## src/rtl/serial_adder_pkg.sv

```systemverilog
// Shared definitions for the bit-serial adder: FSM state codes and the carry rule.
package serial_adder_pkg;

  typedef enum logic [1:0] {
    ST_IDLE = 2'd0,
    ST_RUN  = 2'd1,
    ST_DONE = 2'd2
  } state_e;

  function automatic logic maj3(input logic x, input logic y, input logic z);
    return (x & y) | (x & z) | (y & z);
  endfunction

endpackage

```

## src/rtl/serial_adder_full_adder_cell.sv

```systemverilog
// Single-bit combinational full adder; the only arithmetic in the serial adder.
module full_adder_cell
  import serial_adder_pkg::*;
(
  input  logic i_a,
  input  logic i_b,
  input  logic i_c,
  output logic o_s,
  output logic o_c
);

  assign o_s = i_a ^ i_b ^ i_c;
  assign o_c = maj3(i_a, i_b, i_c);

endmodule

```

## src/rtl/serial_adder.sv

```systemverilog
// Bit-serial ripple adder: one bit per clock, LSB first, through one full-adder cell.
// Operands enter over valid/ready; {o_carry,o_sum} is held until the consumer acks.
module serial_adder
  import serial_adder_pkg::*;
#(
  parameter int WIDTH = 4
) (
  input  logic             i_clk,
  input  logic             i_rst,
  input  logic             i_valid,
  output logic             o_ready,
  input  logic [WIDTH-1:0] i_a,
  input  logic [WIDTH-1:0] i_b,
  input  logic             i_carry,
  output logic [WIDTH-1:0] o_sum,
  output logic             o_carry,
  output logic             o_valid,
  input  logic             i_ready
);

  localparam int CW = ($clog2(WIDTH) > 0) ? $clog2(WIDTH) : 1;
  localparam logic [CW-1:0] CNT_LAST = CW'(WIDTH - 1);

  state_e          state_q;
  logic [WIDTH-1:0] a_q;
  logic [WIDTH-1:0] b_q;
  logic            c_q;
  logic [CW-1:0]   cnt_q;
  logic [WIDTH-1:0] sum_q;
  logic            carry_q;
  logic            valid_q;
  logic            ready_q;

  logic            fa_s;
  logic            fa_c;

  full_adder_cell u_fa (
    .i_a (a_q[cnt_q]),
    .i_b (b_q[cnt_q]),
    .i_c (c_q),
    .o_s (fa_s),
    .o_c (fa_c)
  );

  // FSM, counter, operand latch, running carry and result registers.
  always_ff @(posedge i_clk) begin
    if (i_rst) begin
      state_q <= ST_IDLE;
      a_q     <= '0;
      b_q     <= '0;
      c_q     <= 1'b0;
      cnt_q   <= '0;
      sum_q   <= '0;
      carry_q <= 1'b0;
      valid_q <= 1'b0;
      ready_q <= 1'b1;
    end else begin
      case (state_q)
        ST_IDLE: begin
          if (i_valid) begin
            a_q     <= i_a;
            b_q     <= i_b;
            c_q     <= i_carry;
            sum_q   <= '0;
            cnt_q   <= '0;
            ready_q <= 1'b0;
            state_q <= ST_RUN;
          end else begin
            ready_q <= 1'b1;
          end
        end
        ST_RUN: begin
          // Bits above cnt stay 0 because sum_q was cleared at accept.
          sum_q[cnt_q] <= fa_s;
          c_q          <= fa_c;
          if (cnt_q == CNT_LAST) begin
            carry_q <= fa_c;
            valid_q <= 1'b1;
            state_q <= ST_DONE;
          end else begin
            cnt_q <= cnt_q + CW'(1);
          end
        end
        ST_DONE: begin
          if (i_ready) begin
            valid_q <= 1'b0;
            ready_q <= 1'b1;
            state_q <= ST_IDLE;
          end else begin
            valid_q <= 1'b1;
          end
        end
        default: begin
          state_q <= ST_IDLE;
          valid_q <= 1'b0;
          ready_q <= 1'b1;
        end
      endcase
    end
  end

  assign o_ready = ready_q;
  assign o_valid = valid_q;
  assign o_sum   = sum_q;
  assign o_carry = carry_q;

endmodule

```

## config.mk

```make
export PLATFORM = sky130hd
export DESIGN_NAME = serial_adder
export DESIGN_NICKNAME = d
export VERILOG_FILES = /design/src/rtl/serial_adder_pkg.sv /design/src/rtl/serial_adder_full_adder_cell.sv /design/src/rtl/serial_adder.sv
export SDC_FILE = /design/constraint.sdc
export NUM_CORES = 1
export LEC_CHECK = 0
export ABC_CLOCK_PERIOD_IN_PS = 1900
export CORE_MARGIN = 2
export CORE_UTILIZATION = 45
export DETAILED_ROUTE_END_ITERATION = 16
export PLACE_DENSITY_LB_ADDON = 0.08
export SLEW_MARGIN = 30
export SYNTH_ARGS = -nofsm -noshare
export SYNTH_HDL_FRONTEND = slang
export SYNTH_SLANG_ARGS = --single-unit
```

## constraint.sdc

```tcl
create_clock -name i_clk -period 1.9 [get_ports i_clk]
set_clock_uncertainty 0.05 [all_clocks]
set_input_delay 0.475 -clock i_clk [delete_from_list [all_inputs] [get_ports i_clk]]
set_output_delay 0.475 -clock i_clk [all_outputs]
set_load 0.01 [all_outputs]
```

* After elaboration in Yosys (flattened, before gate mapping)
Cells that the tools add are included.
** Storage, ports and cells
- Register bits :: 20
- Input bits :: 13
- Output and inout bits :: 7
- Logic and storage cells :: 62
** Cells by class
- Eq/ne operators :: 7
- Add/subtract/negate cells :: 1
- $lt $le $gt $ge :: 2
- Bitwise gates (word level) :: 9
- Reductions and logical operators :: 10
- Mux-type cells :: 24
** Operators by type and width (number)
- 2-bit two-way mux :: 5
- 2-bit AND reduction :: 5
- 1-bit two-way mux :: 8
- 2-bit != test (second input constant) :: 4
- 4-bit one-hot mux with 2 select lines :: 1
- 1-bit one-hot mux with 3 select lines :: 2
- 2-bit one-hot mux with 3 select lines :: 1
- 3-bit AND reduction :: 2
- 1-bit binary-select mux with 2-bit select :: 2
- 4-bit bitwise mux :: 1
- 2-bit equality test (second input constant) :: 2
- 4-bit two-way mux :: 1
- 2-bit one-hot mux with 2 select lines :: 1
- 1-bit AND :: 3
- 2-bit by 3-bit less-than comparator with 1-bit output (second input constant) :: 1
- 2-bit by 1-bit adder with 2-bit output (second input constant) :: 1
- 1-bit demux with 2-bit select :: 1
- 2-bit by 1-bit equality test with 1-bit output (second input constant) :: 1
- 2-bit by 1-bit greater-or-equal comparator with 1-bit output (second input constant) :: 1
- 2-bit zero test :: 1
- 1-bit inverter :: 2
- 1-bit bitwise OR :: 2
- 1-bit one-hot mux with 2 select lines :: 1
- 2-bit nonzero test :: 1
- other kinds (2) :: 3

* Longest topological paths before layout
- Word-level depth :: 6
- Gate-level depth with buffers :: 6
- Depth with buffers taken out :: 6

* Cells and area by module
A second synthesis with hierarchy kept.
** Second synthesis, totals
- Cells, all modules :: 114
- Area total of the unflattened synthesis :: 1056.0 µm²
** By module, submodules not included
- serial_adder :: sequential area each 400.4 µm², instances 1, cells each 113, area an instance 1036.0 µm²
- full_adder_cell :: sequential area each 0.0 µm², instances 1, cells each 1, area an instance 20.0 µm²

* Worst setup path after synthesis
Ideal clock, no wire load.
- Kind :: reg2reg
- Start point :: reg cnt_q[0]
- End point :: reg sum_q[0] (netlist: o_sum[0])
- Data required time :: 1.780 ns
- Setup time :: 0.070 ns
- Path slack :: 0.022 ns
- Arrival time :: 1.757 ns
- Path buffers :: 0
- Cell stages (with the launch flop) :: 6
- Clock period less this slack :: 1.878 ns
- Cells stage by stage :: dfxtp_1 -> mux4_2 -> inv_1 -> fa_1 -> nand4b_1 -> a21oi_1
** Between the ends
- Cells in the longest elaborated chain, start to end :: 6
- Elaborated cells on any way between the ends :: 13
- Those cells by class :: order compare: 2; mux: 8; bitwise: 2; reduce/logical: 1
** Ends and longest elaborated chain
- start, declared :: line serial_adder.sv:28 : logic [CW-1:0] cnt_q;
- start signal, assigned :: line serial_adder.sv:81 : cnt_q <= cnt_q + CW'(1);
- 2-bit by 3-bit less-than comparator with 1-bit output (not written as such), or another cell as far along :: line serial_adder.sv:74 : sum_q[cnt_q] <= fa_s;
- 1-bit logical AND (not written as such), or another cell as far along :: line serial_adder.sv:74
- 1-bit two-way mux (not written as such) / 1-bit XOR (equally long branches) :: line serial_adder.sv:74, serial_adder_full_adder_cell.sv:12
- 1-bit demux with 2-bit select / 1-bit XOR (equally long branches) :: line serial_adder.sv:74, serial_adder_full_adder_cell.sv:12
- 4-bit bitwise mux (*) :: line serial_adder.sv:74
- 4-bit one-hot mux with 2 select lines (*) :: line serial_adder.sv:58 : case (state_q)
- end signal, assigned by index :: line serial_adder.sv:74
- end, declared :: line serial_adder.sv:29 : logic [WIDTH-1:0] sum_q;
Mark *: on every way between the ends. The rest lies on a longest branch, timed or not. The select of a mux whose other input is x is not followed.
A chain may end at the register's enable or synchronous reset.

* Worst setup path in the final report
- Start point :: reg cnt_q[0]
- End point :: reg sum_q[1] (netlist: o_sum[1])
The elaborated chain is that of the path after synthesis.

==> results.sh <==
export IMPL_timing_critical_path_required_ns=2.10
export IMPL_io_buffers=19
export IMPL_ys_seq_area_share_pct=38.1
export IMPL_clock_slew_at_the_register_clock_pins_of_the_worst_setup_and_hold_paths_ns=0.12
export IMPL_tns_ns=0
export IMPL_cts_root_to_sink_buffers=2
export IMPL_slew_at_the_pin_closest_to_its_max_slew_limit_ns=0.438
export IMPL_postSynthRegisterBits=20
export IMPL_num_nets_final=166
export IMPL_route_detailed_wl_per_inst_um=12.5
export IMPL_via_count_of_the_first_global_routing_pass=837
export IMPL_globalRouteTotalUtil_pct=18.5
export IMPL_max_cap_violations=0
export IMPL_clock_latency_ns=0.30
export IMPL_place_hpwl_um=1600
export IMPL_sequential_cell_area_um2=404
export IMPL_ios=20
export IMPL_global_route_peak_usage_layer="met2"
export IMPL_holdBufCountCts=0
export IMPL_vias_per_cell=5.25
export IMPL_synth_cells=121
export IMPL_ys_warnings_count=0
export IMPL_wl_um=2150
export IMPL_grt_start_max_net_pins=16
export IMPL_cts_tree="yes"
export IMPL_start_util_pct=47.5
export IMPL_path_class="flip-flop to flip-flop"
export IMPL_grt_overflow=0
export IMPL_cts_sink_count=20
export IMPL_vdd_ir_drop_max_uv=683
export IMPL_timing_final_setup_violations=0
export IMPL_globalplace_congestion=0.780
export IMPL_final_core_utilization_pct=60.4
export IMPL_syn_cell_area_mm2=0.00105
export IMPL_post_synth_cell_area_avg_um2=8.69
export IMPL_run_status="completed"
export IMPL_rsz0062_at_grt="true"
export IMPL_met3_layer_usage_reported_by_global_route_pct=6.00
export IMPL_synth_top_flop_cell="dfxtp_1"
export IMPL_first_iter_violations=17
export IMPL_synth_cell_type_count=29
export IMPL_design_power_total_mw=1.59
export IMPL_fp_coreArea_mm2=0.00221
export IMPL_initial_antenna_violation_count=0
export IMPL_power_density_mw_per_mm2=1190
export IMPL_final_hold_viol_count=0
export IMPL_die_x_um=52.3
export IMPL_finalWorstSetupSlack_ns=0.0529
export IMPL_htree_levels=1
export IMPL_worst_path_max_fanout=4
export IMPL_slew_limit_headroom_pct=70.2
export IMPL_period_share_pct=97.2
export IMPL_finalWorstPathRequiredPeriod_ns=1.85
export IMPL_floorplan_rows=17
export IMPL_area_occupied_by_multi_input_gates_um2=576
export IMPL_wire_length_of_the_first_global_routing_pass_um=3720
export IMPL_synthToLayoutAreaGrowth_pct=27.1
export IMPL_floorplan_die_area_mm2=0.00274
export IMPL_synth_enable_flop_cells=0
export IMPL_mappedNetlistNets=143
export IMPL_chipHeight_um=52.3
export IMPL_fraction_of_met2_tracks_used_by_global_routing_pct=34.2
export IMPL_share_of_cells_above_drive_strength_1_pct=11.2
export IMPL_fillCellCount=212
export IMPL_hp_class="flip-flop to flip-flop"
export IMPL_cts_buffers_inserted=3
export IMPL_ant_nets=0
export IMPL_drc=0
export IMPL_drt_pre_antenna_iters=6
export IMPL_root_buffer="clkbuf_4"
export IMPL_synth_async_reset_ratio_pct=0
export IMPL_worst_setup_path_start_kind="flip-flop"
export IMPL_antennaDiodeCount=0
export IMPL_crit_path_end_kind="flip-flop"
export IMPL_grtUsageMet1_pct=21.0
export IMPL_cellLeakagePower_nw=0.500
export IMPL_final_number_of_max_transition_violations=0
export IMPL_worstPathArrival_ns=2.05
export IMPL_fmaxAchievable_mhz=541
export IMPL_number_of_vias_after_detailed_routing=897
export IMPL_preCtsSetupSlack_ns=0.0381
export IMPL_hold_slack_ns=0.416
[through the flow]
step	instance area, µm²	cells
after floorplan	1050	121
after global placement	1280	167
after detailed placement	1280	167
after CTS	1330	171
after global routing	1340	171
final	1340	171
[synth_stat cells (all sizes together), types with 3 or more instances]
master | n | share of area, %
ha | 8 | 9.5
clkbuf | 3 | 1.2
nand2b | 3 | 1.8
nand2 | 18 | 6.4
nand4b | 4 | 3.3
o21ai | 8 | 3.8
a21oi | 16 | 7.6
nand3 | 3 | 1.4
inv | 9 | 3.2
dfxtp | 20 | 38
buf | 4 | 2.7
nor2b | 8 | 4.8
[path summary, 6_finish.rpt]
| kind | from | to | slack, ns | cells past startpoint |
|---|---|---|---|---|
| max | cnt_q[0]$_SDFFE_PP0P_ | o_sum[1]$_SDFFE_PP0P_ | 0.05 | 5 |
| min | a_q[2]$_SDFFE_PP0P_ | a_q[2]$_SDFFE_PP0P_ | 0.42 | 2 |
| max reg2reg | cnt_q[0]$_SDFFE_PP0P_ | o_sum[1]$_SDFFE_PP0P_ | 0.05 | 5 |
| min reg2reg | a_q[2]$_SDFFE_PP0P_ | a_q[2]$_SDFFE_PP0P_ | 0.42 | 2 |
[cell usage in the layout (no fill, tap or decap), types with 2 or more instances in the layout]
master,Yosys,final
dfxtp_1,20,19
clkdlybuf4s50_1,0,19
nand2_1,18,18
a21oi_1,16,16
inv_1,9,8
o21ai_0,8,8
nor2b_1,8,8
ha_1,8,8
buf_4,1,6
nand4b_1,4,4
nand2b_1,3,3
nand3_1,3,3
clkbuf_4,0,3
mux4_2,2,2
and2_1,2,2
nor2_1,2,2
[registers in the layout (all words and copies together), names as in the netlist]
| signal | cells |
|---|---|
| o_valid | 1 |
| c_q | 1 |
| state_q | 2 |
| o_ready | 1 |
| cnt_q | 2 |
| b_q | 4 |
| a_q | 4 |
| o_sum | 4 |
| o_carry | 1 |
[kinds of logic after synthesis]
family                   after synthesis  share of synthesized area, %
AND/OR/NAND/NOR                       42                          20.7
AO/OA/AOI/OAI                         31                          17.0
flip-flops                            20                          38.1
buffers and inverters                 16                          7.14
adder cells (fa/ha/maj)                9                          11.4
multiplexers                           3                          5.59
[report_power, final]
group | internal, mW | total, mW | leakage [nW] | switching, mW
sequential | 0.503 | 0.546 | 0.164 | 0.0435
combinational | 0.312 | 0.689 | 0.308 | 0.376
clock | 0.213 | 0.352 | 0.0279 | 0.139
total | 1.03 | 1.59 | 0.500 | 0.559
[timing repair]
item | 4_1_cts | 5_1_grt
buffers inserted | 0 | 0
cloned | 0 | 0
endpoints found under the setup margin | 4 | 4
hold endpoints to repair | 0 | 0
resized for setup | 1 | 2
pin swaps | 0 | 2
[per-layer routing]
metal	wire length, µm	vias up
met2	1100	21
met3	106	4
met4	19	0
li1	-	459
met1	916	413
met5	0	-
[cell type report]
class	count	share of cell area, %
repair buffers	25	17.6
well taps	28	2.62
flip-flops and latches	20	30.2
clock buffers	3	1.69
clock inverters	1	2.25
multi-input cells	85	43.1
inverters	9	2.53
[critical path, stage by stage, from the launching register on]
cell and delay, ns:
dfxtp_4 0.38, mux4_2 0.50, inv_2 0.07, fa_1 0.45, nand4b_1 0.20, a21oi_1 0.14
(Power assumes the default switching activity.)
